==> src/rtl/ibex_rf_wport_arbiter.sv <==
// Write-port owner for the latch-based register file: zero-init sweep after reset,
// EX/LSU writeback arbitration with EX starvation guard, and a one-cycle forwarding record.
module ibex_rf_wport_arbiter #(
  parameter bit                   RV32E       = 1'b0,
  parameter int unsigned          DataWidth   = 32,
  parameter bit                   InitOnReset = 1'b1,
  parameter logic [DataWidth-1:0] WordZeroVal = '0,
  parameter int unsigned          MaxStall    = 2
) (
  input  logic                 clk_int,
  input  logic                 rst_ni,
  input  logic                 ex_req_i,
  input  logic [4:0]           ex_waddr_i,
  input  logic [DataWidth-1:0] ex_wdata_i,
  output logic                 ex_gnt_o,
  input  logic                 lsu_req_i,
  input  logic [4:0]           lsu_waddr_i,
  input  logic [DataWidth-1:0] lsu_wdata_i,
  output logic                 lsu_gnt_o,
  output logic                 rf_we_o,
  output logic [4:0]           rf_waddr_o,
  output logic [DataWidth-1:0] rf_wdata_o,
  output logic                 init_busy_o,
  output logic                 fwd_valid_o,
  output logic [4:0]           fwd_addr_o,
  output logic [DataWidth-1:0] fwd_data_o
);

  localparam int unsigned NumWords = RV32E ? 16 : 32;
  localparam logic [4:0]  LastWord = 5'(NumWords - 1);
  localparam logic [2:0]  StallMax = 3'(MaxStall);

  typedef enum logic {
    ST_INIT,
    ST_RUN
  } state_e;

  localparam state_e ResetState = InitOnReset ? ST_INIT : ST_RUN;

  state_e               state_q, state_d;
  logic [4:0]           sweep_q, sweep_d;
  logic [2:0]           stall_q, stall_d;
  logic                 ex_win, lsu_win, we;
  logic [4:0]           sel_addr;
  logic [DataWidth-1:0] sel_data;

  always_comb begin
    // NOTE: every signal gets a default before the case so no path leaves one unassigned (no latches).
    state_d  = state_q;
    sweep_d  = sweep_q;
    stall_d  = stall_q;
    ex_win   = 1'b0;
    lsu_win  = 1'b0;
    we       = 1'b0;
    sel_addr = '0;
    sel_data = '0;

    unique case (state_q)
      ST_INIT: begin
        we       = 1'b1;
        sel_addr = sweep_q;
        sel_data = WordZeroVal;
        sweep_d  = sweep_q + 5'd1;
        if (sweep_q == LastWord) state_d = ST_RUN;
      end
      ST_RUN: begin
        // LSU has priority unless EX has already been denied MaxStall times in a row.
        if (ex_req_i && (!lsu_req_i || stall_q == StallMax)) ex_win  = 1'b1;
        else if (lsu_req_i)                                  lsu_win = 1'b1;

        if (ex_win) begin
          sel_addr = ex_waddr_i;
          sel_data = ex_wdata_i;
        end else if (lsu_win) begin
          sel_addr = lsu_waddr_i;
          sel_data = lsu_wdata_i;
        end

        // x0 writes are consumed without touching the RF.
        we = (ex_win || lsu_win) && (sel_addr != 5'd0);

        if (ex_req_i && !ex_win) stall_d = (stall_q == StallMax) ? stall_q : stall_q + 3'd1;
        else                     stall_d = '0;
      end
      default: state_d = ResetState;
    endcase
  end

  // NOTE: state resets asynchronously, so outputs are also gated combinationally to be quiet while rst_ni is low.
  assign ex_gnt_o    = rst_ni & ex_win;
  assign lsu_gnt_o   = rst_ni & lsu_win;
  assign rf_we_o     = rst_ni & we;
  assign rf_waddr_o  = rst_ni ? sel_addr : '0;
  assign rf_wdata_o  = rst_ni ? sel_data : '0;
  assign init_busy_o = (state_q == ST_INIT);

  // NOTE: sequential state uses non-blocking assignments only.
  always_ff @(posedge clk_int or negedge rst_ni) begin
    if (!rst_ni) begin
      state_q     <= ResetState;
      sweep_q     <= 5'd1;
      stall_q     <= '0;
      fwd_valid_o <= 1'b0;
      fwd_addr_o  <= '0;
      fwd_data_o  <= '0;
    end else begin
      state_q <= state_d;
      sweep_q <= sweep_d;
      stall_q <= stall_d;
      if (state_q == ST_RUN) begin
        fwd_valid_o <= we;
        if (we) begin
          fwd_addr_o <= sel_addr;
          fwd_data_o <= sel_data;
        end
      end else begin
        fwd_valid_o <= 1'b0;
      end
    end
  end

endmodule

==> config.mk <==
export PLATFORM = sky130hd
export DESIGN_NAME = ibex_rf_wport_arbiter
export DESIGN_NICKNAME = d
export VERILOG_FILES = /design/src/rtl/ibex_rf_wport_arbiter.sv
export SDC_FILE = /design/constraint.sdc
export NUM_CORES = 1
export LEC_CHECK = 0
export BUFFER_PORTS_ARGS = -buffer_cell sky130_fd_sc_hd__buf_2
export CAP_MARGIN = 20
export CORE_MARGIN = 5
export CORE_UTILIZATION = 47
export DETAILED_ROUTE_END_ITERATION = 6
export PLACE_DENSITY_LB_ADDON = 0.12
export SKIP_LAST_GASP = 1
export SLEW_MARGIN = 10
export SYNTH_ARGS = -nofsm -noshare
export SYNTH_HDL_FRONTEND = slang
export SYNTH_SLANG_ARGS = --single-unit
export TNS_END_PERCENT = 5
==> constraint.sdc <==
create_clock -name clk_int -period 7.1 [get_ports clk_int]
set_input_delay 1.42 -clock clk_int [delete_from_list [all_inputs] [get_ports clk_int]]
set_output_delay 1.42 -clock clk_int [all_outputs]
set_load 0.01 [all_outputs]
==> flow_summary.ini <==
[outcome]
outcome = completed

[yosys]
syn-num-nets = 371
ys_warn_count = 0
yosysSeqAreaShare_pct = 44.0
ys_types = 37
syn_inst = 289
syn_area_um2 = 2680
ys_seq_elements = 47
avgSynthCellArea_um2 = 9.26

[power]
p_total_mw = 0.628
cellLeakagePower_nw = 2.09
p_per_area_nw_per_um2 = 173
irDropWorstVdd_uv = 106

[floorplanning]
dieArea_um2 = 7300
start_util_pct = 48.6
die_y_um = 85.4
die_w_um = 85.4
rows = 27
coreArea_um2 = 5510
io_pins = 157

[timing]
setup_violations = 0
finalCriticalPeriod_ps = 4720
slew_violations = 0
rsz0062_at_grt = false
period_share_pct = 66.5
skew_ps = 5.80
maxSlewHeadroom_pct = 52.7
clock.fmax_mhz = 212
setup_tns_ps = 0
final.setup.worst_slack_ps = 2380
hold_slack_ps = 489
tightest_slew_ps = 710
hold_viol_final = 0

[job]
cap_viol_max_count = 0

[cells_and_area]
layout_commonest_cell = buf_2
drive_above_1_share_pct = 41.1
fillers = 513
final_area_um2 = 3640
area_growth_pct = 35.9
finalNonFillerCells = 510
final_util_pct = 66.0
final_cell_mix = 156 x buf_2, 77 x nand2_1, 46 x dfrtp_1
finalNetCount = 519
n_antenna_cell = 0

[worst_setup_path]
critPathMaxStageDelay_ps = 530
critical_path.cell_chain = buf_2 -> nand2_1 -> nand2_1 -> buf_8 -> nand3_1 -> a21oi_1 -> buf_2
critical_path_class = input pin to output pin
end_kind = output pin
worst_ep_required_time_ps = 5680
worstSetupStartpointType = input pin
cp.arrival_ps = 3300
slowest_stage = buf_2
r2r-start = stall_q[0]$_DFFE_PN0P_
critPathLaunch = lsu_req_i
cp_max_fo = 37

[route]
drc_errors = 0
ant_nets = 0
wl_mm = 7.65
dr.first_iter.drc_count = 104
dr.pass1.iters = 4
vias = 2667
wl_per_cell_um = 15.0
viasPerCell = 5.23

[placement]
dp.cells = 498
dp_hpwl_mm = 5.79
gp_congestion = 0.828
placed_area_um2 = 3470
io_buffers = 156
pre_cts_ws_ps = 2160

[clock_network]
cts_setup_buffers = 0
cts_buffers = 5
clock-sinks = 47
cts-root-buf = clkbuf_8
cts_tree = yes
clk_path_buf_depth = 2
htreeDepth = 2
cts_hold_buf = 0
cts_resized = 0
clk_pin_slew_ps = 80
insertion_delay_ps = 290

[global_routing]
grt_overflow = 0
grt_pass1_wl_mm = 12.4
antenna_found_initial = 0
grt_pass1_vias = 2655
grt_max_degree = 54
grt_usage_pct = 20.9

[worst_hold_path]
hp-class = flop to flop
hp-start = fwd_data_o[20]$_DFFE_PN0P_
power breakdown:
| group | leakage [nW] | switching [mW] | internal (mW) | total [mW] |
|---|---|---|---|---|
| clock network | 0.0422 | 0.0805 | 0.0691 | 0.150 |
| registers | 0.593 | 0.0116 | 0.292 | 0.303 |
| logic | 1.46 | 0.0968 | 0.0779 | 0.175 |
| total | 2.09 | 0.189 | 0.439 | 0.628 |
cell families after synthesis:
group | count (synthesis) | synth area share, %
adders and majority gates | 4 | 1.87
AOI/OAI and AO/OA | 58 | 15.1
and+or+nand+nor | 118 | 19.7
buffers and inverters | 25 | 4.02
muxes | 34 | 14.3
DFF | 47 | 44.0
xor gates and xnor gates | 3 | 0.982
path summary, 6_finish.rpt:
check | slack, ps | end | depth (start not counted)
max | 2380 | rf_wdata_o[18] | 7
min | 490 | fwd_data_o[20]$_DFFE_PN0P_ | 1
max reg2reg | 4500 | fwd_data_o[8]$_DFFE_PN0P_ | 10
min reg2reg | 490 | fwd_data_o[20]$_DFFE_PN0P_ | 1
max in group asynchronous | 5450 | state_q$_DFF_PN0_ | 2
min in group asynchronous | 1250 | fwd_addr_o[4]$_DFFE_PN0P_ | 2
cell type report:
type / instances / area [µm²] / share of cell area, %
sequential: 47 / 1180 / 32.4
timing repair buffer: 161 / 871 / 24.0
clock buffer: 7 / 76.3 / 2.10
clock inverter: 1 / 5.00 / 0.138
multi-input combinational: 217 / 1400 / 38.4
tap: 72 / 90.1 / 2.48
inverter: 5 / 18.8 / 0.516
sequential cells by signal, summed over array words and instances (netlist names):
register / flops
state_q: 1
stall_q: 3
fwd_data_o: 32
fwd_valid_o: 1
sweep_q: 5
fwd_addr_o: 5
worst max-delay path, delay by kind of cell:
family | cells | cell delay (ps)
AND/OR/NAND/NOR | 3 | 730
AO/OA/AOI/OAI | 1 | 210
buffers and inverters | 3 | 930
routing by layer:
layer  GRT usage (%)  wire length [µm]  share of wire (%)  up-vias
met1            24.4              3100                 41     1250
met2            37.6              3820                 50      108
met3            5.92               679                8.9        4
met4            5.04                52               0.68        0
li1                -                 -                  -     1305
met5               0                 0                  0        -
synthesized netlist by cell type:
cell type,count,share of area (%)
or3_1,1,0.23
nand3_1,33,6.2
nand4b_4,1,0.89
or2_2,1,0.23
nor3b_1,1,0.28
mux2_1,32,13
a22o_1,3,0.98
ha_1,4,1.9
nand2_1,77,11
o31ai_1,2,0.56
o21ai_0,3,0.56
a22oi_4,2,1.6
o21ai_4,1,0.61
a41oi_1,1,0.33
nor2_1,1,0.14
o2bb2ai_1,3,0.98
and3_1,1,0.23
nand4_1,1,0.23
o211a_1,3,1.1
xnor2_1,3,0.98
o21ai_1,1,0.19
mux2_2,2,0.84
a21oi_1,33,6.2
inv_1,3,0.42
o21a_1,1,0.28
o31a_1,1,0.33
clkbuf_1,15,2.1
a22oi_2,1,0.47
a21boi_1,1,0.28
nand2b_4,1,0.51
buf_2,2,0.37
dfstp_2,1,0.98
a22oi_1,1,0.28
buf_4,3,0.84
a21oi_2,1,0.33
inv_2,2,0.28
dfrtp_1,46,43
No activity file was read; power rests on OpenSTA's default activity.
